`config.mk`:
```
export PLATFORM = sky130hd
export DESIGN_NAME = clock_ratio_monitor
export DESIGN_NICKNAME = d
export VERILOG_FILES = /design/src/rtl/clkmon_pkg.sv /design/src/rtl/edge_sync.sv /design/src/rtl/clock_ratio_monitor.sv
export SDC_FILE = /design/constraint.sdc
export NUM_CORES = 1
export LEC_CHECK = 0
export BUFFER_PORTS_ARGS = -buffer_cell sky130_fd_sc_hd__buf_2
export CAP_MARGIN = 25
export CORE_MARGIN = 1.5
export CORE_UTILIZATION = 62
export CTS_CLUSTER_DIAMETER = 200
export DETAILED_ROUTE_END_ITERATION = 10
export GPL_ROUTABILITY_DRIVEN = 0
export PLACE_DENSITY_LB_ADDON = 0.08
export SYNTH_ARGS = -nofsm -noshare
export SYNTH_HDL_FRONTEND = slang
export SYNTH_HIERARCHICAL = 1
export SYNTH_SLANG_ARGS = --single-unit
```
`constraint.sdc`:
```
create_clock -name clkin -period 3.9 [get_ports clkin]
set_input_delay 0.975 -clock clkin [delete_from_list [all_inputs] [get_ports clkin]]
set_output_delay 0.975 -clock clkin [all_outputs]
set_load 0.02 [all_outputs]
```
`src/rtl/clkmon_pkg.sv`:
```
// Shared types and default parameters for the clock ratio monitor.
package clkmon_pkg;

  typedef enum logic [1:0] {
    WAIT  = 2'd0,
    FIRST = 2'd1,
    TRACK = 2'd2,
    LOCK  = 2'd3
  } clkmon_state_e;

  localparam int DEF_CNT_W       = 8;
  localparam int DEF_LOCK_COUNT  = 4;
  localparam int DEF_SYNC_STAGES = 2;

endpackage

```
`src/rtl/edge_sync.sv`:
```
// Multi-flop synchronizer for an asynchronous input, with edge detection
// against a one-cycle delayed copy of the synchronized level.
module edge_sync #(
  parameter int SYNC_STAGES = 2
) (
  input  logic clkin,
  input  logic reset,
  input  logic sig_in,
  output logic s,
  output logic rise,
  output logic fall
);

  logic [SYNC_STAGES-1:0] sync;
  logic                   s_d;

  always_ff @(posedge clkin or negedge reset) begin
    if (!reset) begin
      sync <= '0;
      s_d  <= 1'b0;
    end else begin
      sync <= {sync[SYNC_STAGES-2:0], sig_in};
      s_d  <= sync[SYNC_STAGES-1];
    end
  end

  assign s    = sync[SYNC_STAGES-1];
  assign rise = s & ~s_d;
  assign fall = ~s & s_d;

endmodule

```
`src/rtl/clock_ratio_monitor.sv`:
```
// Measures period and high time of a slow asynchronous clock-like input in
// clkin cycles; reports lock on stable period and timeout when it stops.
//
//   state | meaning
//   WAIT  | no reference rise yet (after reset or timeout)
//   FIRST | one rise seen, next rise yields the first measurement
//   TRACK | measuring, period not yet stable for LOCK_COUNT measurements
//   LOCK  | last LOCK_COUNT measured periods were equal
module clock_ratio_monitor
  import clkmon_pkg::*;
#(
  parameter int CNT_W       = DEF_CNT_W,
  parameter int LOCK_COUNT  = DEF_LOCK_COUNT,
  parameter int SYNC_STAGES = DEF_SYNC_STAGES
) (
  input  logic             clkin,
  input  logic             reset,
  input  logic             sig_in,
  output logic [CNT_W-1:0] period,
  output logic [CNT_W-1:0] high_time,
  output logic             valid,
  output logic             locked,
  output logic             timeout
);

  localparam logic [CNT_W-1:0] CNT_MAX   = '1;
  localparam int               MW        = $clog2(LOCK_COUNT + 1);
  localparam logic [MW-1:0]    MATCH_MAX = MW'(LOCK_COUNT);

  logic             s;
  logic             rise;
  logic             fall;
  logic [CNT_W-1:0] cnt;
  logic [CNT_W-1:0] hcnt;
  logic [CNT_W-1:0] h_cap;
  logic [MW-1:0]    match;
  logic [MW-1:0]    match_nxt;
  clkmon_state_e    state;

  edge_sync #(
    .SYNC_STAGES(SYNC_STAGES)
  ) u_edge_sync (
    .clkin (clkin),
    .reset (reset),
    .sig_in(sig_in),
    .s     (s),
    .rise  (rise),
    .fall  (fall)
  );

  // Rise cycle counts as the first cycle of both the period and the high phase.
  always_ff @(posedge clkin or negedge reset) begin
    if (!reset) begin
      cnt   <= '0;
      hcnt  <= '0;
      h_cap <= '0;
    end else begin
      if (rise)
        cnt <= CNT_W'(1);
      else if (cnt != CNT_MAX)
        cnt <= cnt + 1'b1;

      if (rise)
        hcnt <= CNT_W'(1);
      else if (s && (hcnt != CNT_MAX))
        hcnt <= hcnt + 1'b1;

      if (fall)
        h_cap <= hcnt;
    end
  end

  always_comb begin
    match_nxt = MW'(1);
    if (cnt == period) begin
      if (match != MATCH_MAX)
        match_nxt = match + 1'b1;
      else
        match_nxt = MATCH_MAX;
    end
  end

  always_ff @(posedge clkin or negedge reset) begin
    if (!reset) begin
      state     <= WAIT;
      period    <= '0;
      high_time <= '0;
      valid     <= 1'b0;
      locked    <= 1'b0;
      timeout   <= 1'b0;
      match     <= '0;
    end else begin
      valid <= 1'b0;
      if (rise)
        timeout <= 1'b0;

      case (state)
        WAIT: begin
          if (rise)
            state <= FIRST;
        end
        FIRST, TRACK, LOCK: begin
          if (rise) begin
            period    <= cnt;
            high_time <= h_cap;
            valid     <= 1'b1;
            if (state == FIRST) begin
              match  <= MW'(1);
              state  <= TRACK;
              locked <= 1'b0;
            end else begin
              match <= match_nxt;
              if (match_nxt == MATCH_MAX) begin
                state  <= LOCK;
                locked <= 1'b1;
              end else begin
                state  <= TRACK;
                locked <= 1'b0;
              end
            end
          end else if (cnt == CNT_MAX) begin
            // Input stalled: drop the measurement and restart acquisition.
            state     <= WAIT;
            timeout   <= 1'b1;
            locked    <= 1'b0;
            period    <= '0;
            high_time <= '0;
            match     <= '0;
          end
        end
        default: state <= WAIT;
      endcase
    end
  end

endmodule

```
==> metrics.md, run 1 <==
| Metric | Value |
|---|---|
| Worst path arrival time | 2140 ps |
| Vias per std cell | 6.09 |
| Leakage | 1.25 nW |
| Outcome | complete, no violations |
| Max IR drop VDD | 0.304 mV |
| Crit. End Element | register |
| Syn Std Cell Area | 2340 um2 |
| Distinct cells, synth | 47 |
| Top-area cell type share of the netlist area | 54.6% |
| Antenna violations before repair | 0 |
| Die Wd | 64.4 um |
| Synth Instances | 199 |
| Synth area leader | dfrtp_1 |
| Area of the core | 3630 um2 |
| # diodes | 0 |
| Clock buffer depth | 2 |
| Power Dens Cells | 541 nW/um2 |
| Warnings from Yosys | 6 |
| Reg2reg setup slack | 2000 ps |
| Clk root buf | clkbuf_8 |
| Hold Path Depth | 0 |
| Post-CTS Setup Bufs | 0 |
| Most area-consuming cells after synthesis | dfrtp_1 55%, a22o_1 5.6%, xor2_1 4.5% |
| CTS tree | built |
| Final TNS setup | 0 ps |
| Sink Count | 51 |
| Setup ws final | 2000 ps |
| Largest net degree at the start of global routing | 28 |
| Finished Cell Area | 2560 um2 |
| PortBufs | 21 |
| Main synth FF type | dfrtp_1 |
| Die ar. | 4150 um2 |
| Final nets | 228 |
| FMAX | 0.525 GHz |
| Die height | 64.4 um |
| Final Critical Period | 1900 ps |
| Clk_skew | 10.1 ps |
| Final setup fails | 0 |
| R2R cell count | 5 |
| Mean post-synth cell area | 11.7 um2 |
| Clk_lat worst skew | 300 ps |
| Grt ovf | 0 |
| First-pass GRT wire length | 7.58 mm |
| Overall power | 1.39 mW |
| Hold Crit Class | register to register |
| Mapped Nets | 206 |
| Total Routing Usage GR | 24.1% |
| Final Hold Vio Count | 0 |
| Num ports | 22 |
| Placed standard-cell area | 2480 um2 |
| Pre-CTS setup slack | 2020 ps |
| Crit path launch type | register |
| Site row count | 22 |
| Max FO, Critical Path | 19 |
| Routed wire length | 4.48 mm |
| RSZ-0062 raised after global routing | no |
| Hold_buf cts | 0 |
| DR iter-0 viols | 115 |
| Post-CTS resize count | 0 |
| Clock buffer count from CTS | 5 |
| Worst slew margin | 45.4% |
| Area Overhead vs Synth | 9.69% |
| Final Core Density | 70.6% |
| Sequential share of the synthesized area | 54.6% |
| Post-synth EDFFs | 0 |
| Starting density of the core | 64.3% |
| Least-Margin Pin Slew | 818 ps |
| Via count | 1638 |
| Vias in the first global route | 1616 |
| # DRC | 0 |
| Most frequent cells in the layout | 51 x dfrtp_1, 21 x buf_2, 15 x a22o_1 |
| Routed Antenna Nets | 0 |
| Asr flop ratio synth | 100% |
| Flop and latch count out of synthesis | 51 |
| Max-slew violations | 0 |
| WP data required | 4140 ps |
| Maximum capacitance violations | 0 |
| Wirelength per Cell | 16.7 um |
| Share of cells above drive strength 1 | 21.7% |
| Hpwl dp | 3.15 mm |
| Clk slew on worst S/H paths | 90 ps |
| H-tree Lvls | 2 |
| Final Cycle Share | 48.8% |
| Most common cell after layout, fill and taps aside | dfrtp_1 |
| DRT Pass-1 Iters | 6 |
| Critical path type | register to register |
power by group:
group	internal (mW)	leakage [nW]	total, mW	switching (mW)
logic	0.158	0.530	0.364	0.206
clock network	0.139	0.0470	0.299	0.160
registers	0.620	0.669	0.724	0.104
kinds of logic (layout without fill, tap and decap cells):
family | Yosys count | count (layout) | synth area share (%)
buffers and inverters | 14 | 36 | 3.27
multiplexers | 10 | 10 | 4.71
adder cells (fa/ha/maj) | 4 | 4 | 2.14
AND/OR/NAND/NOR | 60 | 60 | 15.3
XOR/XNOR | 16 | 16 | 6.32
AO/OA/AOI/OAI | 44 | 44 | 13.7
flip-flops | 51 | 51 | 54.6
final timing paths:
| kind | start | to |
|---|---|---|
| worst max register to register | u_edge_sync/sync[1]$_DFF_PN0_ | match[0]$_DFFE_PN0P_ |
| worst max-delay path | u_edge_sync/sync[1]$_DFF_PN0_ | match[0]$_DFFE_PN0P_ |
| max in group asynchronous | reset | period[0]$_DFFE_PN0P_ |
| worst min register to register | u_edge_sync/sync[0]$_DFF_PN0_ | u_edge_sync/sync[1]$_DFF_PN0_ |
| worst min-delay path | u_edge_sync/sync[0]$_DFF_PN0_ | u_edge_sync/sync[1]$_DFF_PN0_ |
| min in group asynchronous | reset | period[4]$_DFFE_PN0P_ |
state kept, by name, summed over array words and instances (netlist names):
name	cells
state	2
period	8
u_edge_sync/s_d	1
high_time	8
hcnt	8
locked	1
u_edge_sync/sync	2
match	3
timeout	1
cnt	8
valid	1
h_cap	8
final cells by class:
cell class / count / area [um2]
timing repair buffer: 23 / 133
sequential: 51 / 1280
inverter: 6 / 22.5
tap: 48 / 60.1
clock buffer: 6 / 82.6
multi-input combinational: 134 / 985
fill: 284 / 1070
clock inverter: 1 / 5.00
layer usage:
layer / GRT usage [%] / vias to the layer above / part of all wire (%) / wire length, um
li1: - / 764 / - / -
met1: 32.3 / 825 / 45 / 2030
met2: 39.6 / 43 / 50 / 2240
met3: 4.75 / 6 / 3.2 / 142
met4: 8.51 / 0 / 1.4 / 61
met5: 0 / - / 0 / 0
cells in the mapped netlist (2+ instances only):
library cell,number
inv_1,6
nand2_1,11
o21ai_1,2
mux2_2,8
nand4_1,6
nor2_2,2
nor3_1,2
nor4_4,2
clkbuf_1,3
ha_1,4
and4_1,2
nor2_1,11
dfrtp_1,51
xnor2_1,3
xor2_1,12
a21oi_1,8
o21ai_0,6
nand3b_1,2
and3_1,5
nand3_1,9
o22ai_1,2
a22o_1,15
buf_2,2
mux2i_1,2
worst max-delay path, cell delays in order, from the launching register on:
cell	delay, ps
dfrtp_1	470
nor2b_1	200
inv_1	150
nor2_2	680
and3_1	260
a221o_1	100
stage by stage:
stage,std cells,hold slack [ps]
6_report,269,357
5_1_grt,269,373
4_1_cts,269,365
3_5_place_dp,262,336
3_3_place_gp,261,346
2_1_floorplan,199,331
(Power assumes the default switching activity.)
==> run 2: changes to the inputs <==
CORE_UTILIZATION = 52   (was 62)
clock period = 1.65 ns   (was 3.9 ns; I/O delays follow)
==> metrics.md, run 2 (synthesis gave the netlist of run 1 again) <==
| Metric | Value |
|---|---|
| Die Wd | 70.0 um (was 64.4 um) |
| # DRC | 0 (unchanged) |
| Final setup fails | 0 (unchanged) |
| Routed Antenna Nets | 0 (unchanged) |
| Clk_skew | 6.51 ps (was 10.1 ps) |
| Via count | 1658 (was 1638) |
| CTS tree | built (unchanged) |
| Largest net degree at the start of global routing | 52 (was 28) |
| Placed standard-cell area | 2580 um2 (was 2480 um2) |
| First-pass GRT wire length | 8.05 mm (was 7.58 mm) |
| Register area | 1280 um2 (about the same) |
| Clk root buf | clkbuf_8 (unchanged) |
| Filler cells | 349 (was 284) |
| RSZ-0062 raised after global routing | no (unchanged) |
| Wirelength per Cell | 16.2 um (was 16.7 um) |
| Leakage | 1.30 nW (was 1.25 nW) |
| Finished Cell Area | 2690 um2 (was 2560 um2) |
| Placed insts | 277 (was 262) |
| Share of cells above drive strength 1 | 27.8% (was 21.7%) |
| Grt ovf | 0 (unchanged) |
| Total Routing Usage GR | 20.6% (was 24.1%) |
| Finished Layout Cells | 286 (was 269) |
| Crit. End Element | register (unchanged) |
| Sink Count | 51 (unchanged) |
| Clock buffer depth | 2 (unchanged) |
| WP data required | 1830 ps (was 4140 ps) |
| Max-slew violations | 0 (unchanged) |
| Hpwl dp | 3.25 mm (was 3.15 mm) |
| Multi-input gate area | 1010 um2 (was 985 um2) |
| Maximum capacitance violations | 0 (unchanged) |
| Max IR drop VDD | 0.644 mV (was 0.304 mV) |
| Most common cell after layout, fill and taps aside | dfrtp_1 (unchanged) |
| Hold slack | 86.5 ps (was 357 ps) |
| # diodes | 0 (unchanged) |
| Die ar. | 4910 um2 (was 4150 um2) |
| Vias per std cell | 5.80 (was 6.09) |
| Starting density of the core | 53.7% (was 64.3%) |
| Routed wire length | 4.62 mm (was 4.48 mm) |
| Site row count | 24 (was 22) |
| PortBufs | 21 (unchanged) |
| Final Cycle Share | 95.8% (was 48.8%) |
| Most frequent cells in the layout | 49 x dfrtp_1, 21 x buf_2, 15 x a22o_1 (was 51 x dfrtp_1, 21 x buf_2, 15 x a22o_1) |
| Antenna violations before repair | 0 (unchanged) |
| DRT Pass-1 Iters | 4 (was 6) |
| Area of the core | 4350 um2 (was 3630 um2) |
| Power Dens Cells | 1270 nW/um2 (was 541 nW/um2) |
| Outcome | complete, no violations (unchanged) |
| Overall power | 3.41 mW (was 1.39 mW) |
| Final nets | 240 (was 228) |
| Hold_buf cts | 0 (unchanged) |
| Die height | 70.0 um (was 64.4 um) |
| Hold Crit Class | primary input to async pin (was register to register) |
| Vias in the first global route | 1687 (was 1616) |
| Max FO, Critical Path | 5 (was 19) |
| Area Overhead vs Synth | 15.3% (was 9.69%) |
| Final Critical Period | 1580 ps (was 1900 ps) |
| Num ports | 22 (unchanged) |
| Critical path type | register to register (unchanged) |
| FMAX | 0.633 GHz (was 0.525 GHz) |
| Least-Margin Pin Slew | 412 ps (was 818 ps) |
| Reg2reg setup slack | 70 ps (was 2000 ps) |
| Worst slew margin | 72.4% (was 45.4%) |
| Clock buffer count from CTS | 5 (unchanged) |
| Clk_lat worst skew | 290 ps (was 300 ps) |
| Crit path launch type | register (unchanged) |
| Final Hold Vio Count | 0 (unchanged) |
| Clk slew on worst S/H paths | 90 ps (about the same) |
| Final TNS setup | 0 ps (unchanged) |
| DR iter-0 viols | 104 (was 115) |
| Worst path arrival time | 1760 ps (was 2140 ps) |
| H-tree Lvls | 2 (unchanged) |
==> run 2: area by class of cell <==
class	count	share of cell area [%]
multi-input cells	134	37.4
flip-flops and latches	51	47.5
inverters	6	0.836
clock inverters	2	0.464
well taps	52	2.42
repair buffers	35	8.73
clock buffers	6	2.69
==> run 2: power by group <==
group,switching [mW],total (mW),internal [mW]
combinational,0.543,1.03,0.490
sequential,0.226,1.69,1.47
clock,0.390,0.687,0.297
==> run 2: metrics by stage <==
step	util, %	setup WS (ps)
floorplan	-	91.7
global placement	59.2	33.5
detailed placement	59.2	-22.7
CTS	61.4	9.43
global route	61.9	5.92
finish	61.9	69.7
==> run 2: path summary, 6_finish.rpt <==
path / cells after the start / endpoint / start
min in group clkin: 1 / u_edge_sync/sync[0]$_DFF_PN0_ / sig_in
hold reg to reg: 0 / u_edge_sync/sync[1]$_DFF_PN0_ / u_edge_sync/sync[0]$_DFF_PN0_
hold / removal: 2 / match[2]$_DFFE_PN0P_ / reset
setup / recovery: 4 / match[0]$_DFFE_PN0P_ / cnt[0]$_DFFE_PN0P_
setup reg to reg: 4 / match[0]$_DFFE_PN0P_ / cnt[0]$_DFFE_PN0P_
max in group asynchronous: 2 / cnt[0]$_DFFE_PN0P_ / reset
==> run 2: what timing repair did <==
action | in CTS | in global routing
buffers inserted | 1 | 0
endpoints found under the setup margin | 14 | 17
gates resized for setup | 1 | 5
==> run 2: worst max-delay path, stage by stage, from the launching register on <==
cell     delay, ps
dfrtp_2        460
xor2_1         200
nor4_4         350
nand3_1        150
a221o_1        310
==> run 2: routing by layer <==
| layer | share of wire [%] | vias to the layer above | global-route usage (%) |
|---|---|---|---|
| li1 | - | 798 | - |
| met1 | 45 | 834 | 27.2 |
| met2 | 52 | 24 | 35.6 |
| met3 | 2.4 | 2 | 3.90 |
| met4 | 0.43 | 0 | 4.49 |
| met5 | 0 | - | 0 |
